<file path="src/rtl/ninjakun_shram_arb.sv">
// Shared work-RAM arbiter for the two Ninja-Kun CPUs.
// One RAM cycle at a time; the losing CPU is held in wait until it is served.
module ninjakun_shram_arb #(
    parameter int AW = 11,
    parameter int DW = 8
) (
    input  logic          CLK,
    input  logic          RST_N,
    input  logic          CS0,
    input  logic          WR0,
    input  logic [AW-1:0] AD0,
    input  logic [DW-1:0] DO0,
    output logic [DW-1:0] DI0,
    output logic          WAIT0_N,
    input  logic          CS1,
    input  logic          WR1,
    input  logic [AW-1:0] AD1,
    input  logic [DW-1:0] DO1,
    output logic [DW-1:0] DI1,
    output logic          WAIT1_N,
    output logic [AW-1:0] RAM_AD,
    output logic          RAM_WE,
    output logic [DW-1:0] RAM_DI,
    input  logic [DW-1:0] RAM_DO
);

    typedef enum logic [1:0] {
        IDLE,
        ACC,
        CAP
    } state_t;

    state_t state;
    state_t state_nx;

    logic owner;
    logic owner_nx;
    logic last;
    logic done0;
    logic done1;
    logic acc_wr;
    logic pend0;
    logic pend1;
    logic grant;
    logic cs_own;
    logic cap_ok;
    logic cap_rd;

    assign pend0   = CS0 & ~done0;
    assign pend1   = CS1 & ~done1;
    assign WAIT0_N = ~pend0;
    assign WAIT1_N = ~pend1;

    assign cs_own = owner ? CS1 : CS0;
    assign cap_ok = (state == CAP) & cs_own;
    assign cap_rd = cap_ok & ~acc_wr;

    always_comb begin
        state_nx = state;
        owner_nx = owner;
        grant    = 1'b0;
        unique case (state)
            IDLE: begin
                if (pend0 | pend1) begin
                    grant    = 1'b1;
                    state_nx = ACC;
                    // round-robin only matters on a tie
                    if (pend0 & pend1)
                        owner_nx = ~last;
                    else
                        owner_nx = pend1;
                end
            end
            ACC:     state_nx = CAP;
            CAP:     state_nx = IDLE;
            default: state_nx = IDLE;
        endcase
    end

    always_ff @(posedge CLK or negedge RST_N) begin
        if (!RST_N) begin
            state  <= IDLE;
            owner  <= 1'b0;
            last   <= 1'b1;
            acc_wr <= 1'b0;
            RAM_AD <= '0;
            RAM_WE <= 1'b0;
            RAM_DI <= '0;
        end else begin
            state  <= state_nx;
            owner  <= owner_nx;
            RAM_WE <= 1'b0;
            if (grant) begin
                RAM_AD <= owner_nx ? AD1 : AD0;
                RAM_DI <= owner_nx ? DO1 : DO0;
                RAM_WE <= owner_nx ? WR1 : WR0;
                acc_wr <= owner_nx ? WR1 : WR0;
            end
            if (state == CAP)
                last <= owner;
        end
    end

    // done holds off re-arbitration until CS drops between accesses
    always_ff @(posedge CLK or negedge RST_N) begin
        if (!RST_N) begin
            done0 <= 1'b0;
            done1 <= 1'b0;
            DI0   <= '0;
            DI1   <= '0;
        end else begin
            if (!CS0)
                done0 <= 1'b0;
            else if (cap_ok && !owner)
                done0 <= 1'b1;
            if (!CS1)
                done1 <= 1'b0;
            else if (cap_ok && owner)
                done1 <= 1'b1;
            if (cap_rd && !owner)
                DI0 <= RAM_DO;
            if (cap_rd && owner)
                DI1 <= RAM_DO;
        end
    end

endmodule
</file>
<file path="config.mk">
export PLATFORM = sky130hd
export DESIGN_NAME = ninjakun_shram_arb
export DESIGN_NICKNAME = d
export VERILOG_FILES = /design/src/rtl/ninjakun_shram_arb.sv
export SDC_FILE = /design/constraint.sdc
export NUM_CORES = 1
export LEC_CHECK = 0
export CORE_AREA = 2 2 68 83
export CTS_CLUSTER_DIAMETER = 100
export DETAILED_ROUTE_END_ITERATION = 10
export DIE_AREA = 0 0 70 85
export MAX_ROUTING_LAYER = met4
export PLACE_DENSITY = 0.76
export SYNTH_ARGS = -nofsm -noshare
export SYNTH_HDL_FRONTEND = slang
export SYNTH_SLANG_ARGS = --single-unit
</file>
<file path="constraint.sdc">
create_clock -name CLK -period 2 [get_ports CLK]
set_clock_uncertainty 0.05 [all_clocks]
set_input_delay 0.3 -clock CLK [delete_from_list [all_inputs] [get_ports CLK]]
set_output_delay 0.3 -clock CLK [all_outputs]
set_load 0.03 [all_outputs]
</file>
=== Word-level counts from Yosys, hierarchy flattened ===
Index checks and enable logic that the tools add are counted.

* Bits in registers: 43
* Bits in latches: 0
* RAM bits: 0
* Memory bits (read-only): 0
* Input bits: 52
* Output and inout bits: 38
* Word-level logic and storage cells: 50
* Memories kept: 0

* Add/sub/neg operators: 0
* Multipliers: 0
* Div/mod/pow operators: 0
* Order comparisons: 0
* Equality and inequality tests: 5
* Shift-type cells: 0
* Multiplexer cells: 16
* Bitwise gates (word level): 12
* Reduce and logical (&&, ||, !) cells: 6

{| class="wikitable"
|+ Operators by type and width
! kind !! count
|-
| two-way mux 1 bit || 12
|-
| two-way mux 11 bit || 1
|-
| two-way mux 8 bit || 1
|-
| NOT 1 bit || 6
|-
| bitwise AND 1 bit || 5
|-
| logical AND 1 bit || 4
|-
| != test 2 x 1 -> 1 bit (second input constant) || 2
|-
| case mux 2 bit (2 select lines) || 1
|-
| == test 2 x 1 -> 1 bit (second input constant) || 1
|-
| == test 2 bit (second input constant) || 1
|-
| zero test 2 bit || 1
|-
| two-way mux 2 bit || 1
|-
| != test 2 bit (second input constant) || 1
|-
| zero test 1 bit || 1
|-
| bitwise OR 1 bit || 1
|}

=== Depth between registers and ports, before layout ===
Gate-level depths: netlist (run 1).

* Depth after elaboration: 8
* Mapped depth: 5
* Mapped depth without buffers: 5

=== Least setup slack after synthesis (run 1) ===
OpenSTA, ideal clock, no wires.

* Path type: reg-to-reg
* From: register done1
* To: register RAM_AD[0]
* Library setup time: 0.140 ns
* Data arrival time: 1.324 ns
* Data required time: 1.810 ns
* Slack: 0.486 ns
* Cell stages (with the launch flop): 5
* Buffers on the path: 1
* Clock period less this slack: 1.514 ns
* Cells stage by stage: dfrtp_1 nand2b_1 clkbuf_1 a2111oi_0 a211oi_1

* Cells in the longest elaborated chain, start to end: 7
* Elaborated cells on any way between the ends: 10
* Classes of those cells: mux (6); bitwise (4)

{| class="wikitable"
|+ RTL lines
! what !! RTL line !! source
|-
| start, declared || 40 || <nowiki>logic done1;</nowiki>
|-
| start signal, assigned || 108 || <nowiki>done1 <= 1'b0;</nowiki>
|-
| start signal, assigned || 117 || <nowiki>done1 <= 1'b0;</nowiki>
|-
| start signal, assigned || 119 || <nowiki>done1 <= 1'b1;</nowiki>
|-
| NOT 1 bit * || 50 || <nowiki>assign pend1 = CS1 & ~done1;</nowiki>
|-
| bitwise AND 1 bit * || 50 ||
|-
| bitwise AND 1 bit || 68 || <nowiki>if (pend0 & pend1)</nowiki>
|-
| two-way mux 1 bit || 68 ||
|-
| two-way mux 1 bit || 64 || <nowiki>if (pend0 | pend1) begin</nowiki>
|-
| two-way mux 1 bit || 62 || <nowiki>unique case (state)</nowiki>
|-
| two-way mux 11 bit || 94 || <nowiki>RAM_AD <= owner_nx ? AD1 : AD0;</nowiki>
|-
| end signal, assigned || 94 ||
|-
| end, declared || 21 || <nowiki>output logic [AW-1:0] RAM_AD,</nowiki>
|}

Every way passes the cells marked *; elsewhere a longest branch is shown, timed or not.
A chain may end at the register's enable or synchronous reset.

=== Worst setup path in the final report (run 1) ===
* From: input port CS0
* To: output port WAIT0_N

* Cells in the longest elaborated chain, start to end: 2

{| class="wikitable"
|+ RTL lines
! what !! RTL line !! source
|-
| start, declared || 9 || <nowiki>input logic CS0,</nowiki>
|-
| bitwise AND 1 bit || 49 || <nowiki>assign pend0 = CS0 & ~done0;</nowiki>
|-
| NOT 1 bit || 51 || <nowiki>assign WAIT0_N = ~pend0;</nowiki>
|-
| end, declared || 14 || <nowiki>output logic WAIT0_N,</nowiki>
|}

Every way passes these cells.

==> results of run 1 <==
-- worst reg2reg max path: stages, from the launching register on --
cell       delay (ns)
dfrtp_1          0.43
or2_1            0.40
buf_4            0.27
a2111oi_0        0.43
a211oi_1         0.09
-- what timing repair did --
| action | in CTS | in global routing |
|---|---|---|
| endpoints found under the hold margin | 25 | 0 |
| hold buffers | 1 | 0 |
| setup buffers | 0 | 0 |
| gates resized for setup | 0 | 1 |
| endpoints found under the setup margin | 0 | 1 |
-- synth_stat cells, drive strengths merged, types with 3 or more instances --
cell / instances / area, sq um
a2111oi: 20 / 175
inv: 24 / 90.1
clkbuf: 12 / 45.0
mux2: 16 / 180
nor4: 20 / 125
buf: 5 / 37.5
a211oi: 20 / 150
nor3b: 3 / 38.8
dfrtp: 42 / 1050
-- layer usage --
metal	GRT usage, %	up-vias	share of wire [%]
met2	30.4	80	49
met3	4.16	6	7.1
met5	-	-	0
li1	-	869	-
met4	5.59	0	1.1
met1	25.2	877	43
-- stage by stage --
| stage | cells | hold WS [ns] |
|---|---|---|
| 3_3_place_gp | 327 | 0.289 |
| 5_1_grt | 336 | 0.462 |
| 3_5_place_dp | 327 | 0.296 |
| 6_report | 336 | 0.439 |
| 2_1_floorplan | 178 | -0.0456 |
| 4_1_cts | 336 | 0.442 |
-- worst paths after layout --
kind,from,to,slack [ns],cells after the start
worst min-delay path,done0$_DFFE_PN0P_,done0$_DFFE_PN0P_,0.44,1
worst min register to register,done0$_DFFE_PN0P_,done0$_DFFE_PN0P_,0.44,1
min in group asynchronous,RST_N,DI0[4]$_DFFE_PN0P_,0.50,2
worst max register to register,state[1]$_DFFE_PN0P_,RAM_AD[10]$_DFFE_PN0P_,0.20,4
max in group asynchronous,RST_N,RAM_DI[2]$_DFFE_PN0P_,0.79,3
worst max-delay path,CS0,WAIT0_N,0.14,5
-- kinds of logic after synthesis --
| kind of cell | share of synthesized area (%) |
|---|---|
| compound gates | 18.6 |
| flops | 53.3 |
| buf+inv | 8.54 |
| simple gates | 10.7 |
| mux | 8.91 |
-- sequential cells by signal, indices dropped and copies added (netlist names) --
signal	cells
DI0	8
RAM_WE	1
state	2
RAM_DI	8
done1	1
acc_wr	1
done0	1
RAM_AD	11
last	1
owner	1
DI1	8
-- final cells by class --
class                      count  area, sq um
fill                         443         1990
sequential                    43         1080
timing repair buffer         105         1030
multi-input combinational     94          773
inverter                      24         90.1
tap                           62         77.6
clock buffer                   5         68.8
clock inverter                 3         43.8
-- power by group through the flow --
stage	logic, W	clock network [W]	registers, W
2_1_floorplan	0.000953	0	0.00219
3_3_place_gp	0.00269	0	0.00154
3_5_place_dp	0.00273	0	0.00156
4_1_cts	0.00274	0.000695	0.00155
5_1_grt	0.00289	0.000724	0.00160
6_report	0.00272	0.000677	0.00154
==> metrics.txt, run 1 <==
setup_tns 0 ns; Worst Path Buf+Inv 4; worst slack at placement 0.0987 ns; die height 85 um; post-synth net total 230; register area share after synthesis 53.3%; Slew @ Worst Pin 0.629 ns; layout cells sized above 1 16.8%; Final Hold Fails 0; Starting Density 39.2%; warnings from Yosys 0; Leak Pwr 1.32 nW; P_sw 0.00210 W; fin crit share 93.2%; Pint 0.00284 W; Setup crit start kind input port; commonest non-fill, non-tap cell in the layout clkdlybuf4s50_1; n_diodes 0; Area growth, synth to finish 56.3%; drt first-iter violations 117; final WL 5520 um; CP most frequent cell buf_4; antenna-violating nets left 0; # setup viols final 0; Clk pwr share 13.7%; Avg Synthesized Cell Area 11.4 sq um; critical path, cell by cell clkdlybuf4s50_1 > and2b_1 > inv_2 > buf_4 > buf_4; Worst Hold Class reg -> reg; DRC viols 0; core region area 0.00515 sq mm; total iterations of the first detailed-routing run 4; routability cong. 0.753; largest stage delay on the critical path 0.44 ns; number of synthesized register bits 43; pwr/cell area 1560 mW/mm^2; fin crit period 1.86 ns; largest net degree at the start of global routing 29; CP top delay family buffers and inverters; Clock transition at path regs 0.08 ns; Post-synth EDFFs 0; CP required 1.65 ns; vias 1832; final design utilization 61.3%; Gate Count Post-Synth 178; final instance area 0.00316 sq mm; Max Freq 537 MHz; clock tree buffer depth 2; CP Capture Type primary output; H-tree depth 2; # nets final 325; CTS Buf Count 5; post-route setup slack 0.136 ns; worst skew pair latency 0.30 ns; switch share 42.5%; ys flop type dfrtp_1; critical path class in -> out; HPWL after detailed placement 3970 um; combinational share of power 55.1%; Worst path slowest cell clkdlybuf4s50_1; CTS Root Cell clkbuf_8; CTS tree yes; CP max FO 13; Mapped Area 0.00202 sq mm; status complete, no violations; WL/cell 16.4 um; vias in the first global route 1772; Max-slew headroom 58.1%; die area 0.00595 sq mm; maximum VDD drop 0.621 mV; Top Ports 90; Buffers on Ports 89; Seq pwr share 31.2%; # rows 29; Die X-Extent 70 um; Slew Limit Fails 0; vias per cell 5.45; CTS sink cnt 43; total power draw 0.00494 W; gr usage total 19.3%; grt ovf 0; post-synth cell types 29; first-pass GRT wire length 8820 um; Cell Area, Placed 0.00304 sq mm; Max-Cap Viols 0; initial antenna violation count 0; RSZ-0062 raised after global routing false; asr flop ratio synth 100%; Critical Path AT 1.51 ns; commonest cells after routing, fill and taps aside clkdlybuf4s50_1 (86), dfrtp_1 (42), inv_1 (23)
No activity file was read; power rests on OpenSTA's default activity.
==> run 2: changes to the inputs <==
--- a/config.mk
+++ b/config.mk
@@ -7,10 +7,13 @@
 export LEC_CHECK = 0
 export CORE_AREA = 2 2 68 83
 export CTS_CLUSTER_DIAMETER = 100
+export CTS_CLUSTER_SIZE = 8
 export DETAILED_ROUTE_END_ITERATION = 10
 export DIE_AREA = 0 0 70 85
 export MAX_ROUTING_LAYER = met4
 export PLACE_DENSITY = 0.76
+export RECOVER_POWER = 50
+export SLEW_MARGIN = 40
 export SYNTH_ARGS = -nofsm -noshare
 export SYNTH_HDL_FRONTEND = slang
 export SYNTH_SLANG_ARGS = --single-unit
==> run 2 against run 1 <==
Register-to-register slack lost 0.03 ns; setup slack lost 0.00074 ns; combinational power is essentially flat; critical path type unchanged; hold slack is essentially flat; global-route usage is the same; power shrank 0.79%; final cell count is the same; routed wire length is essentially flat; maximum frequency is essentially flat; largest cell class unchanged; largest power group unchanged; clock-buffer cell count is the same; non-clock buffer count is the same; sequential cell count is the same.
==> metrics.txt, run 2 (same netlist as run 1, synthesis figures left out) <==
status complete, no violations; n_diodes 0 (unchanged); final instance area 0.00312 sq mm (-1.2%); Min Hold Slack 0.439 ns (+0.000367 ns); HPWL after detailed placement 3970 um (unchanged); Setup Buffers After CTS 0 (unchanged); Clock transition at path regs 0.08 ns (about the same); Reg with most FFs RAM_AD; max reg flops 11 (unchanged); largest net degree at the start of global routing 29 (unchanged); CP required 1.65 ns (about the same); gr usage total 19.3% (unchanged); Max-slew headroom 54.0% (-4.1 points); fillers 449 (+1.4%); grt ovf 0 (unchanged); # setup viols final 0 (unchanged); Final Hold Fails 0 (unchanged); vias 1834 (+0.11%); pwr/cell area 1570 mW/mm^2 (+0.40%); drt first-iter violations 139 (+19%); setup_tns 0 ns (unchanged); fin crit period 1.86 ns (+0.000741 ns); Leak Pwr 1.30 nW (-1.6%); layout cells sized above 1 15.0% (-1.8 points); worst slack at placement 0.0987 ns (unchanged); Cell Area, Placed 0.00304 sq mm (unchanged); total iterations of the first detailed-routing run 4 (unchanged); CTS sink cnt 43 (unchanged); # nets final 325 (unchanged); Area growth, synth to finish 54.4%; routability cong. 0.753 (unchanged); CTS Buf Count 5 (unchanged); maximum VDD drop 0.621 mV (about the same); Max Freq 536 MHz (about the same); H-tree depth 2 (unchanged); total power draw 0.00490 W (-0.79%); RSZ-0062 raised after global routing false; Worst Path Buf+Inv 4 (unchanged); Worst path slowest cell clkdlybuf4s50_1; initial antenna violation count 0 (unchanged); post-route setup slack 0.136 ns (-0.000741 ns); Worst Hold Class reg -> reg; Max-Cap Viols 0 (unchanged); commonest cells after routing, fill and taps aside clkdlybuf4s50_1 (82), dfrtp_1 (42), inv_1 (23); first-pass GRT wire length 8820 um (unchanged); DRC viols 0 (unchanged); vias per cell 5.46 (+0.11%); Critical Path AT 1.51 ns (about the same); Starting Density 39.2% (unchanged); Buffers on Ports 89 (unchanged); CP most frequent cell buf_4; fin crit share 93.2% (about the same); Die X-Extent 70 um (unchanged); Slew @ Worst Pin 0.690 ns (+0.0609 ns); WL/cell 16.4 um (about the same); critical path, cell by cell clkdlybuf4s50_1 > and2b_1 > inv_2 > buf_4 > buf_4; worst skew pair latency 0.30 ns (about the same); critical path class in -> out; # rows 29 (unchanged); antenna-violating nets left 0 (unchanged); CTS tree yes; CP max FO 13 (unchanged); clock tree buffer depth 2 (unchanged); commonest non-fill, non-tap cell in the layout clkdlybuf4s50_1; final WL 5520 um (about the same); CP top delay family buffers and inverters; CTS Root Cell clkbuf_8; Slew Limit Fails 0 (unchanged); die area 0.00595 sq mm (unchanged); core region area 0.00515 sq mm (unchanged); Setup crit start kind input port; die height 85 um (unchanged); largest stage delay on the critical path 0.44 ns (about the same); Top Ports 90 (unchanged); CP Capture Type primary output; vias in the first global route 1772 (unchanged)
## run 2: cell types whose count changed in the layout (fill, tap and decap cells not counted), sizes merged
cell / previous run / this run
clkdlybuf4s50: 86 / 82
dlygate4sd3: 1 / 5
buf: 18 / 13
clkbuf: 5 / 10
## run 2: layer usage
metal	track usage [%]	wire length, um	share of wire, %
met1	25.2	2400	44
met2	30.4	2690	49
met3	4.16	364	6.6
met4	5.59	61	1.1
met5	-	0	0
## run 2: through the flow
step | instances | util, %
final | 336 | 60.6
after global routing | 336 | 60.6
after CTS | 336 | 61.3
after detailed placement | 327 | 58.9
after global placement | 327 | 58.9
after floorplan | 178 | -
## run 2: layout make-up
class	count	area (sq um)	area share, %
inverters	24	90.1	2.89
multi-input cells	94	762	24.4
repair buffers	105	1000	32.1
clock inverters	3	43.8	1.40
well taps	62	77.6	2.48
clock buffers	5	68.8	2.20
flip-flops and latches	43	1080	34.5
## run 2: final timing paths
check / cells past startpoint / endpoint / slack [ns] / from
max: 5 / WAIT0_N / 0.14 / CS0
min: 1 / done0$_DFFE_PN0P_ / 0.44 / done0$_DFFE_PN0P_
max reg2reg: 4 / DI1[2]$_DFFE_PN0P_ / 0.17 / state[0]$_DFFE_PN0P_
min reg2reg: 1 / done0$_DFFE_PN0P_ / 0.44 / done0$_DFFE_PN0P_
max in group asynchronous: 3 / RAM_DI[2]$_DFFE_PN0P_ / 0.43 / RST_N
min in group asynchronous: 2 / DI0[4]$_DFFE_PN0P_ / 0.53 / RST_N
## run 2: report_power, final
group | total [W] | internal, W | switching [W] | leakage (nW)
clock | 0.000678 | 0.000372 | 0.000306 | 0.0581
combinational | 0.00269 | 0.00116 | 0.00153 | 0.733
sequential | 0.00153 | 0.00128 | 0.000252 | 0.508
## run 2: worst register-to-register path, stage by stage, from the launching register on
cell and delay [ns]:
dfrtp_1 0.41, nand3b_1 0.22, nor3b_1 0.22, clkbuf_1 0.42
mux2_2 0.40
## run 2: what timing repair did
action / 4_1_cts / 5_1_grt
hold buffers: 1 / 0
hold endpoints to repair: 25 / 0
setup endpoints to repair: 0 / 1
resized for setup: 0 / 1
==> run 3: changes to the inputs <==
--- a/config.mk
+++ b/config.mk
@@ -5,6 +5,7 @@
 export SDC_FILE = /design/constraint.sdc
 export NUM_CORES = 1
 export LEC_CHECK = 0
+export CAP_MARGIN = 15
 export CORE_AREA = 2 2 68 83
 export CTS_CLUSTER_DIAMETER = 100
 export CTS_CLUSTER_SIZE = 8
==> results of run 3 <==
The final DEF is identical to that of run 2; final timing and power are the same.
